$ cat src/rtl/ofdm_mag_pkg.sv
// Shared constants for the OFDM RX correlation-magnitude stage.
// Latency: n/a (package only).
// Backpressure: n/a (package only).
package ofdm_mag_pkg;

    // Magnitude estimator selection, sampled with each input sample
    localparam logic [1:0] MAG_MODE_L1   = 2'b00;  // |Re| + |Im|
    localparam logic [1:0] MAG_MODE_HALF = 2'b01;  // max + min/2
    localparam logic [1:0] MAG_MODE_3_8  = 2'b10;  // max + 3/8 min
    localparam logic [1:0] MAG_MODE_MAX  = 2'b11;  // max only

    // Default geometry: Q7.12 inputs, one guard bit on the magnitude
    localparam int MAG_DATA_W_DFLT  = 20;
    localparam int MAG_MAG_W_DFLT   = 21;
    localparam int MAG_WIN_LEN_DFLT = 160;
    localparam int MAG_IDX_W_DFLT   = 8;

endpackage

$ cat src/rtl/mag_abs_sat.sv
// Saturating absolute value of a two's complement word; most negative input maps to max positive.
// Latency: 0 cycles (purely combinational).
// Backpressure: none.
module mag_abs_sat
    import ofdm_mag_pkg::*;
#(
    parameter int DATA_W = MAG_DATA_W_DFLT
) (
    input  logic [DATA_W-1:0] DataIn,
    output logic [DATA_W-2:0] AbsOut
);

    localparam logic [DATA_W-1:0] ONE     = {{(DATA_W-1){1'b0}}, 1'b1};
    localparam logic [DATA_W-1:0] MOST_NEG = {1'b1, {(DATA_W-1){1'b0}}};

    logic [DATA_W-1:0] negVal;

    assign negVal = ~DataIn + ONE;

    // Most negative value has no positive counterpart in DATA_W-1 bits, so clamp it
    always_comb begin
        AbsOut = DataIn[DATA_W-2:0];
        if (DataIn == MOST_NEG) begin
            AbsOut = '1;
        end else if (DataIn[DATA_W-1]) begin
            AbsOut = negVal[DATA_W-2:0];
        end
    end

endmodule

$ cat src/rtl/mag_approx_peak_pipe.sv
// Low-cost complex magnitude estimate (L1 / max+min/2 / max+3min/8 / max) with optional per-window peak search.
// Latency: 3 cycles input-to-Magnitude; PeakValid pulses one cycle after the last sample of a window.
// Backpressure: none, one sample per cycle; peak tracker only built when MAG_PEAK_TRACK_EN is defined.
module mag_approx_peak_pipe
    import ofdm_mag_pkg::*;
#(
    parameter int DATA_W  = MAG_DATA_W_DFLT,
    parameter int MAG_W   = MAG_MAG_W_DFLT,
    parameter int WIN_LEN = MAG_WIN_LEN_DFLT,
    parameter int IDX_W   = MAG_IDX_W_DFLT
) (
    input  logic              Clk,
    input  logic              Rst_n,
    input  logic              InputEnable,
    input  logic [DATA_W-1:0] DataInRe,
    input  logic [DATA_W-1:0] DataInIm,
    input  logic [1:0]        Mode,
    input  logic              Clear,
    output logic              OutputEnable,
    output logic [MAG_W-1:0]  Magnitude,
    output logic              PeakValid,
    output logic [MAG_W-1:0]  PeakValue,
    output logic [IDX_W-1:0]  PeakIndex
);

    // ---------------- S1: saturating absolute values ----------------
    logic [DATA_W-2:0] absRe;
    logic [DATA_W-2:0] absIm;
    logic [DATA_W-2:0] s1A;
    logic [DATA_W-2:0] s1B;
    logic [1:0]        s1Mode;
    logic              s1Vld;

    mag_abs_sat #(.DATA_W(DATA_W)) uAbsRe (.DataIn(DataInRe), .AbsOut(absRe));
    mag_abs_sat #(.DATA_W(DATA_W)) uAbsIm (.DataIn(DataInIm), .AbsOut(absIm));

    // Register |Re|, |Im| and the mode; idle cycles load zeros so bubbles stay clean
    always_ff @(posedge Clk or negedge Rst_n) begin
        if (!Rst_n) begin
            s1A    <= '0;
            s1B    <= '0;
            s1Mode <= '0;
            s1Vld  <= 1'b0;
        end else begin
            s1Vld  <= InputEnable;
            s1A    <= InputEnable ? absRe : '0;
            s1B    <= InputEnable ? absIm : '0;
            s1Mode <= InputEnable ? Mode  : '0;
        end
    end

    // ---------------- S2: sort into max / min ----------------
    logic [DATA_W-2:0] sortMx;
    logic [DATA_W-2:0] sortMn;
    logic [DATA_W-2:0] s2Mx;
    logic [DATA_W-2:0] s2Mn;
    logic [1:0]        s2Mode;
    logic              s2Vld;

    // Order the two magnitudes so S3 only needs shifts and adds
    always_comb begin
        sortMx = s1A;
        sortMn = s1B;
        if (s1B > s1A) begin
            sortMx = s1B;
            sortMn = s1A;
        end
    end

    // Register max/min and carry the per-sample mode forward
    always_ff @(posedge Clk or negedge Rst_n) begin
        if (!Rst_n) begin
            s2Mx   <= '0;
            s2Mn   <= '0;
            s2Mode <= '0;
            s2Vld  <= 1'b0;
        end else begin
            s2Mx   <= sortMx;
            s2Mn   <= sortMn;
            s2Mode <= s1Mode;
            s2Vld  <= s1Vld;
        end
    end

    // ---------------- S3: estimator combine ----------------
    // One extra bit over the operands holds mx+mn, the largest of the four results.
    logic [DATA_W-1:0] mxW;
    logic [DATA_W-1:0] mnW;
    logic [DATA_W-1:0] estSum;

    assign mxW = {1'b0, s2Mx};
    assign mnW = {1'b0, s2Mn};

    // Select the estimator; shifts truncate toward zero
    always_comb begin
        estSum = mxW;
        case (s2Mode)
            MAG_MODE_L1:   estSum = mxW + mnW;
            MAG_MODE_HALF: estSum = mxW + (mnW >> 1);
            MAG_MODE_3_8:  estSum = mxW + (mnW >> 2) + (mnW >> 3);
            MAG_MODE_MAX:  estSum = mxW;
            default:       estSum = mxW;
        endcase
    end

    // Output register; Magnitude is forced to zero on idle cycles
    always_ff @(posedge Clk or negedge Rst_n) begin
        if (!Rst_n) begin
            OutputEnable <= 1'b0;
            Magnitude    <= '0;
        end else begin
            OutputEnable <= s2Vld;
            Magnitude    <= s2Vld ? {{(MAG_W-DATA_W){1'b0}}, estSum} : '0;
        end
    end

`ifdef MAG_PEAK_TRACK_EN
    // ---------------- Peak tracker over WIN_LEN valid outputs ----------------
    localparam logic [IDX_W-1:0] LAST_IDX = IDX_W'(WIN_LEN - 1);
    localparam logic [IDX_W-1:0] IDX_ONE  = {{(IDX_W-1){1'b0}}, 1'b1};

    logic [IDX_W-1:0] cnt;
    logic [IDX_W-1:0] runIdx;
    logic [MAG_W-1:0] runMax;
    logic [IDX_W-1:0] candIdx;
    logic [MAG_W-1:0] candMax;
    logic             pkVld;
    logic [MAG_W-1:0] pkVal;
    logic [IDX_W-1:0] pkIdx;

    // Running best including the current sample; strict > keeps the first of equal peaks
    always_comb begin
        candMax = runMax;
        candIdx = runIdx;
        if ((cnt == '0) || (Magnitude > runMax)) begin
            candMax = Magnitude;
            candIdx = cnt;
        end
    end

    // Window counter and peak registers; Clear wins over a coincident window end
    always_ff @(posedge Clk or negedge Rst_n) begin
        if (!Rst_n) begin
            cnt    <= '0;
            runMax <= '0;
            runIdx <= '0;
            pkVld  <= 1'b0;
            pkVal  <= '0;
            pkIdx  <= '0;
        end else begin
            pkVld <= 1'b0;
            if (Clear) begin
                if (OutputEnable) begin
                    // The coincident sample opens the new window at index 0
                    runMax <= Magnitude;
                    runIdx <= '0;
                    cnt    <= IDX_ONE;
                end else begin
                    runMax <= '0;
                    runIdx <= '0;
                    cnt    <= '0;
                end
            end else if (OutputEnable) begin
                if (cnt == LAST_IDX) begin
                    pkVld  <= 1'b1;
                    pkVal  <= candMax;
                    pkIdx  <= candIdx;
                    cnt    <= '0;
                    runMax <= '0;
                    runIdx <= '0;
                end else begin
                    cnt    <= cnt + IDX_ONE;
                    runMax <= candMax;
                    runIdx <= candIdx;
                end
            end
        end
    end

    assign PeakValid = pkVld;
    assign PeakValue = pkVal;
    assign PeakIndex = pkIdx;
`else
    // Tracker not built: peak outputs idle and Clear has no effect
    logic unusedClear;
    assign unusedClear = Clear;
    assign PeakValid   = 1'b0;
    assign PeakValue   = '0;
    assign PeakIndex   = '0;
`endif

endmodule

$ cat config.mk
export PLATFORM = sky130hd
export DESIGN_NAME = mag_approx_peak_pipe
export DESIGN_NICKNAME = d
export VERILOG_FILES = /design/src/rtl/ofdm_mag_pkg.sv /design/src/rtl/mag_abs_sat.sv /design/src/rtl/mag_approx_peak_pipe.sv
export SDC_FILE = /design/constraint.sdc
export NUM_CORES = 1
export LEC_CHECK = 0
export BUFFER_PORTS_ARGS = -buffer_cell sky130_fd_sc_hd__buf_2
export CAP_MARGIN = 20
export CORE_AREA = 3 3 177 179
export DETAILED_ROUTE_END_ITERATION = 10
export DIE_AREA = 0 0 180 182
export PLACE_DENSITY = 0.53
export SLEW_MARGIN = 20
export SYNTH_ARGS = -nofsm -noshare
export SYNTH_HDL_FRONTEND = slang
export SYNTH_HIERARCHICAL = 1
export SYNTH_SLANG_ARGS = --single-unit
$ cat constraint.sdc
create_clock -name Clk -period 4.3 [get_ports Clk]
set_input_delay 0 -clock Clk [delete_from_list [all_inputs] [get_ports Clk]]
set_output_delay 0 -clock Clk [all_outputs]
set_load 0.01 [all_outputs]
==> results of run 1 <==
## power groups by stage
stage	registers [mW]	logic [mW]	clock network (mW)
floorplan	1.22	1.18	0
global placement	1.24	1.50	0
detailed placement	1.24	1.51	0
CTS	1.22	1.52	0.806
global route	1.24	1.71	0.835
finish	1.22	1.52	0.762
## path summary, 6_finish.rpt
check | from | endpoint | slack [ps] | cells after the start
max in group asynchronous | Rst_n | s1B[16] | 3000 | 3
max | s2Mode[1] | Magnitude[14] | 820 | 12
min reg2reg | s1Vld | s2Vld | 350 | 0
min | DataInRe[6] | s1A[6] | 20 | 4
max reg2reg | s2Mode[1] | Magnitude[14] | 820 | 12
min in group asynchronous | Rst_n | Magnitude[9] | 240 | 2
## routing by layer
| metal | routed length [um] | part of all wire, % | up-vias | global-route usage [%] |
|---|---|---|---|---|
| met3 | 869 | 4.8 | 16 | 1.86 |
| met1 | 8930 | 50 | 2783 | 15.8 |
| met4 | 226 | 1.3 | 0 | 2.72 |
| met5 | 0 | 0 | - | 0 |
| met2 | 7890 | 44 | 145 | 17.4 |
| li1 | - | - | 2978 | - |
## Yosys cell counts, types with 13 or more instances
master	n	area share, %
dfrtp_1	103	32
and2_1	41	3.2
nand3_1	13	0.81
buf_4	31	2.9
a21oi_1	56	3.5
fa_1	18	4.5
nor2_1	40	1.9
xor2_1	38	4.1
inv_1	39	1.8
a211oi_1	13	1.2
mux2_4	30	5.6
ha_1	58	9.0
mux2_2	27	3.8
o21ai_0	40	2.5
clkbuf_1	24	1.1
nand2_1	61	2.9
## area by class of cell
type                       instances  area, sq um
fill                            3104        20800
multi-input combinational        646         4990
sequential                       103         2580
tap                              390          488
timing repair buffer              75          415
clock buffer                      10          229
inverter                          40          150
clock inverter                     5         41.3
## registers in the layout, indices dropped and copies added, names as in the netlist
register / count
Magnitude: 20
OutputEnable: 1
s1A: 19
s1B: 19
s1Mode: 2
s1Vld: 1
s2Mn: 19
s2Mode: 2
s2Mx: 19
s2Vld: 1
## critical path: cells and delay by family (launching register included)
family / cells / cell delay (ps)
muxes: 1 / 300
xor gates and xnor gates: 1 / 170
DFF: 1 / 380
AOI/OAI and AO/OA: 6 / 1500
adders and majority gates: 2 / 640
and+or+nand+nor: 1 / 160
buffers and inverters: 1 / 190
## cells by family after synthesis
logic type	count (synthesis)	share of synthesized area, %
compound gates	196	15.9
xor+xnor	49	5.34
fa+ha+maj	76	13.5
buf+inv	107	7.23
flops	103	32.1
mux	63	10.1
other cells	1	0.0467
simple gates	231	15.8
## metrics by stage
step	total power, mW	setup WS (ps)	hold WS [ps]	area, sq um	utilization (%)
after floorplan	2.41	813	-296	8150	-
after global placement	2.74	767	122	8570	28.8
after detailed placement	2.75	792	121	8570	28.8
after CTS	3.55	786	2.74	8890	29.9
after global routing	3.79	503	40.1	8890	29.9
final	3.50	820	21.2	8890	29.9
## cell usage in the layout, fill, tap and decap left out, types with 7 or more instances in the layout
master     count
and2_1        41
inv_1         39
ha_1          58
nor3_1         9
a211oi_1      13
clkbuf_16      9
nand3_1       13
a21o_1        10
fa_1          18
a21oi_1       56
buf_2         64
nand4_1        7
xor2_1        38
mux2_4        30
mux2_2        27
xnor2_1       11
nand2_1       61
dfrtp_1      103
nor2b_1        8
o211ai_1      10
or4_1          9
nand2b_1      11
o21ai_0       40
o31ai_1       10
conb_1        31
nor2_1        40
==> metrics.yaml, run 1 <==
worst_setup_path:
  cp_cell_sequence: "inv_2 -> nand2_1 -> mux2_2 -> ha_1 -> fa_1 -> a211oi_1 -> o21bai_1 -> a211oi_1 -> a21oi_1 -> xor2_1 -> o221ai_1 -> a21oi_1"
  start_kind: "flop"
  worstSetupPathType: "reg2reg"
  critical-path-max-stage-delay_ps: 550
  critical_path_arrival_ps: 3700
  required_ps: 4520
  cpMaxStageDelayCell: "a211oi_1"
  crit_fanout: 10
  end_kind: "flop"
finish:
  finalNonFillerCells: 1269
  drive_gt1_share_pct: 18.7
  n_antenna_cell: 0
  nNetsFinal: 997
  area_growth_pct: 10.7
power_and_ir_drop:
  powerDensity_nw_per_um2: 394
  seqPwrFrac_pct: 34.8
  power_switching_share_pct: 37.9
  ir_worst_vdd_mv: 0.187
  p_leak_nw: 4.23
  internal-power_mw: 2.18
  comb_power_share_pct: 43.4
  switchingPower_mw: 1.32
  clkPwrFrac_pct: 21.8
cts:
  cts_buffer_depth: 2
  insertion_delay_ps: 350
  cts_made_buffers: 9
  h-tree-depth: 3
  cts_sinks: 103
  clk_pin_slew_worst_paths_ps: 70
  cts_tree: "built"
  post_cts_buffers: 0
  ctsRootBufferMaster: "clkbuf_16"
  postCtsHoldBufs: 5
  postCtsResizedCells: 0
synth:
  synth.distinct_cells: 73
  netlist_instances: 826
  ys_ff_latch: 103
  synth.cell_area_sq_um: 8030
  synth_edf_count: 0
  synth.avg_cell_area_sq_um: 9.73
  yosysSeqAreaShare_pct: 32.1
  ys_warn_count: 6
  synth_async_sr_flop_share_pct: 100
  synth_ff_type: "dfrtp_1"
placed_design:
  dpl.hpwl_um: 14400
  io_buffers: 65
  gp_congestion: 0.850
  place_inst: 1249
die:
  die_area_sq_um: 32800
  start_util_pct: 27.0
  fp.dieH_um: 182
  die_w_um: 180
  core_sq_um: 29700
  ios: 98
  fp-row-count: 63
sta:
  max-slew-margin-rel_pct: 51.5
  hold_viol_final: 0
  finalSetupViolCount: 0
  period_minus_slack_ps: 3480
  fin_crit_sh_pct: 80.9
  max_freq_mhz: 287
  rsz0062_at_grt: "no"
  worstMarginPinSlew_ps: 728
  skew_ps: 11.0
  slew_violations: 0
  finalSetupTns_ps: 0
grt:
  grt_pass1_vias: 5737
  grt_max_degree: 59
  grt_usage_pct: 11.0
  grt_pass1_wl_um: 30000
  gr-total-overflow: 0
  antenna_found_initial: 0
detailed_routing:
  drt-total-wl_um: 17900
  avgViaCountPerCell: 4.67
  wl_per_cell_um: 14.1
  ant_nets: 0
  route.vias.total: 5922
  drc: 0
  drt_iter0_drc: 262
  firstDrtPassIters: 5
min_path:
  min_path_type: "in2reg"
outcome:
  status: "finished, final reports clean"
flow_run:
  cap_viol_max_count: 0
(Power assumes the default switching activity.)
==> run 2: changes to the inputs <==
--- a/config.mk
+++ b/config.mk
@@ -10,7 +10,7 @@
 export CORE_AREA = 3 3 177 179
 export DETAILED_ROUTE_END_ITERATION = 10
 export DIE_AREA = 0 0 180 182
-export PLACE_DENSITY = 0.53
+export PLACE_DENSITY = 0.54
 export SLEW_MARGIN = 20
 export SYNTH_ARGS = -nofsm -noshare
 export SYNTH_HDL_FRONTEND = slang
==> constraint.sdc (replaced) <==
create_clock -name Clk -period 2.8 [get_ports Clk]
set_input_delay 0 -clock Clk [delete_from_list [all_inputs] [get_ports Clk]]
set_output_delay 0 -clock Clk [all_outputs]
set_load 0.01 [all_outputs]
==> run 2 against run 1 <==
  * Critical path depth grew 1
  * Highest routed layer unchanged
  * Core utilization is 3.2 points higher
  * Power up 78%
==> metrics.yaml, run 2 (same netlist as run 1, synthesis figures left out) <==
outcome:
  status: "finished, final reports clean"
cts:
  cts_buffer_depth: 2  # unchanged
  clk_pin_slew_worst_paths_ps: 70  # about the same
  cts_made_buffers: 9  # unchanged
  cts_tree: "built"
  h-tree-depth: 3  # unchanged
  ctsRootBufferMaster: "clkbuf_16"
  cts_sinks: 103  # unchanged
  insertion_delay_ps: 360  # about the same
power_and_ir_drop:
  p_leak_nw: 4.65  # +10%
  power_switching_share_pct: 37.2  # -0.67 points
  powerDensity_nw_per_um2: 634  # +61%
  finalPower_mw: 6.25  # +78%
  ir_worst_vdd_mv: 0.340  # +82%
  internal-power_mw: 3.92  # +80%
  switchingPower_mw: 2.32  # +75%
  clkPwrFrac_pct: 21.7  # about the same
  comb_power_share_pct: 48.6  # +5.2 points
  seqPwrFrac_pct: 29.7  # -5.1 points
die:
  ios: 98  # unchanged
  fp-row-count: 63  # unchanged
  core_sq_um: 29700  # unchanged
  die_area_sq_um: 32800  # unchanged
  fp.dieH_um: 182  # unchanged
  start_util_pct: 27.0  # unchanged
  die_w_um: 180  # unchanged
detailed_routing:
  ant_nets: 0  # unchanged
  wl_per_cell_um: 14.0  # -1.1%
  firstDrtPassIters: 5  # unchanged
  drt-total-wl_um: 18800  # +4.8%
  drc: 0  # unchanged
  avgViaCountPerCell: 4.56  # -2.3%
  route.vias.total: 6134  # +3.6%
  drt_iter0_drc: 244  # -6.9%
worst_setup_path:
  cp_cell_sequence: "inv_4 -> nand2_8 -> mux2_4 -> ha_4 -> fa_2 -> a211oi_2 -> o21bai_2 -> a211oi_2 -> buf_4 -> a21oi_4 -> xor2_1 -> o221ai_1 -> a21oi_1"
  rr_startpoint: "s2Mode[1]"
  startpoint: "s2Mode[1]"
  r2r_cells: 13  # +1
  reg2reg_to: "Magnitude[14]"
  path_buf_inv: 2  # +1
  start_kind: "flop"
  required_ps: 3060  # -1460 ps
  cp_top_family: "compound AO/OA/AOI/OAI gates"
  worstSetupPathType: "reg2reg"
  critical-path-max-stage-delay_ps: 410  # -140 ps
  crit_fanout: 11  # +1
  critical_path_arrival_ps: 3050  # -650 ps
  cpMaxStageDelayCell: "dfrtp_1"
  reg2reg_setup_slack_ps: 10  # -810 ps
  end_kind: "flop"
  crit_path_frequent_cell: "a211oi_2"
sta:
  worstMarginPinSlew_ps: 601  # -127 ps
  finalSetupViolCount: 0  # unchanged
  max_freq_mhz: 358  # +25%
  fin_crit_sh_pct: 99.7  # +19 points
  fin_ws_ps: 9.56  # -810 ps
  skew_ps: 12.8  # +1.82 ps
  period_minus_slack_ps: 2790  # -690 ps
  hold_viol_final: 0  # unchanged
  rsz0062_at_grt: "yes"
  max-slew-margin-rel_pct: 59.9  # +8.4 points
  slew_violations: 0  # unchanged
  hold-worst-slack_ps: 16.4  # -4.78 ps
finish:
  fill_cells: 3078  # -0.84%
  final_common_cell: "dfrtp_1"
  n_antenna_cell: 0  # unchanged
  nNetsFinal: 1072  # +7.5%
  area_growth_pct: 22.6
  regMostFlops: "Magnitude"
  largest_reg_flops: 20  # unchanged
  mostFrequentLayoutCells: "dfrtp_1 (100), buf_4 (78), buf_2 (64)"
  final_util_pct: 33.2  # +3.2 points
  drive_gt1_share_pct: 29.5  # +11 points
placed_design:
  preCtsSetupSlack_ps: -204  # -997 ps
  io_buffers: 65  # unchanged
  dpl.hpwl_um: 15000  # +3.7%
  gp_congestion: 0.834  # -1.9%
min_path:
  hold_end: "s1Vld"
  min_path_type: "in2reg"
  holdCritStartpoint: "InputEnable"
  hold_depth: 1  # -3
grt:
  gr-total-overflow: 0  # unchanged
  grt_max_degree: 44  # -25%
  grt_pass1_vias: 6009  # +4.7%
  grt_pass1_wl_um: 31000  # +3.4%
  grt_usage_pct: 11.4  # +0.37 points
  antenna_found_initial: 0  # unchanged
flow_run:
  cap_viol_max_count: 0  # unchanged
## run 2: cell count changes in the layout (fill, tap and decap cells not counted), moves of 4 or more
cell / before / now
o21ai_1: 3 / 14
ha_1: 58 / 47
a211oi_1: 13 / 9
buf_4: 6 / 78
mux2_2: 27 / 23
o21ai_0: 40 / 28
mux2_4: 30 / 34
ha_4: 0 / 9
a21oi_2: 0 / 8
a21oi_1: 56 / 47
## run 2: final cells by class
type | count | area [sq um] | share of cell area, %
inverter | 40 | 153 | 1.55
timing repair buffer | 150 | 1010 | 10.2
clock inverter | 7 | 101 | 1.03
clock buffer | 9 | 225 | 2.29
tap | 390 | 488 | 4.95
multi-input combinational | 646 | 5300 | 53.8
sequential | 103 | 2580 | 26.2
## run 2: power by group through the flow
stage / combinational [mW] / sequential [mW] / clock, mW
after floorplan: 1.84 / 1.88 / 0
after global placement: 2.70 / 1.88 / 0
after detailed placement: 2.70 / 1.89 / 0
after CTS: 2.87 / 1.86 / 1.40
after global routing: 3.38 / 1.89 / 1.45
final: 3.04 / 1.86 / 1.35
## run 2: timing repair
item	4_1_cts	5_1_grt
resized for setup	20	33
endpoints found under the hold margin	44	0
endpoints found under the setup margin	9	13
pin swaps	16	21
buffers inserted	7	5
hold buffers	5	0
## run 2: stage by stage
stage	area (sq um)	TNS, ps	std cells
2_1_floorplan	8220	0	856
3_3_place_gp	9130	-401	1314
3_5_place_dp	9130	-835	1314
4_1_cts	9670	-6.91	1342
5_1_grt	9850	-791	1345
6_report	9850	0	1345
## run 2: worst max-delay path by stage
| stage | cells past startpoint | end |
|---|---|---|
| floorplan | 10 | Magnitude[11] |
| global placement | 10 | Magnitude[13] |
| detailed placement | 10 | Magnitude[13] |
| CTS | 12 | Magnitude[17] |
| global route | 11 | Magnitude[14] |
| finish | 13 | Magnitude[14] |
## run 2: metal layers
metal / track usage (%) / part of all wire [%]
met1: 16.8 / 52
met2: 17.4 / 43
met3: 1.82 / 3.7
met4: 2.91 / 1.4
met5: 0 / 0
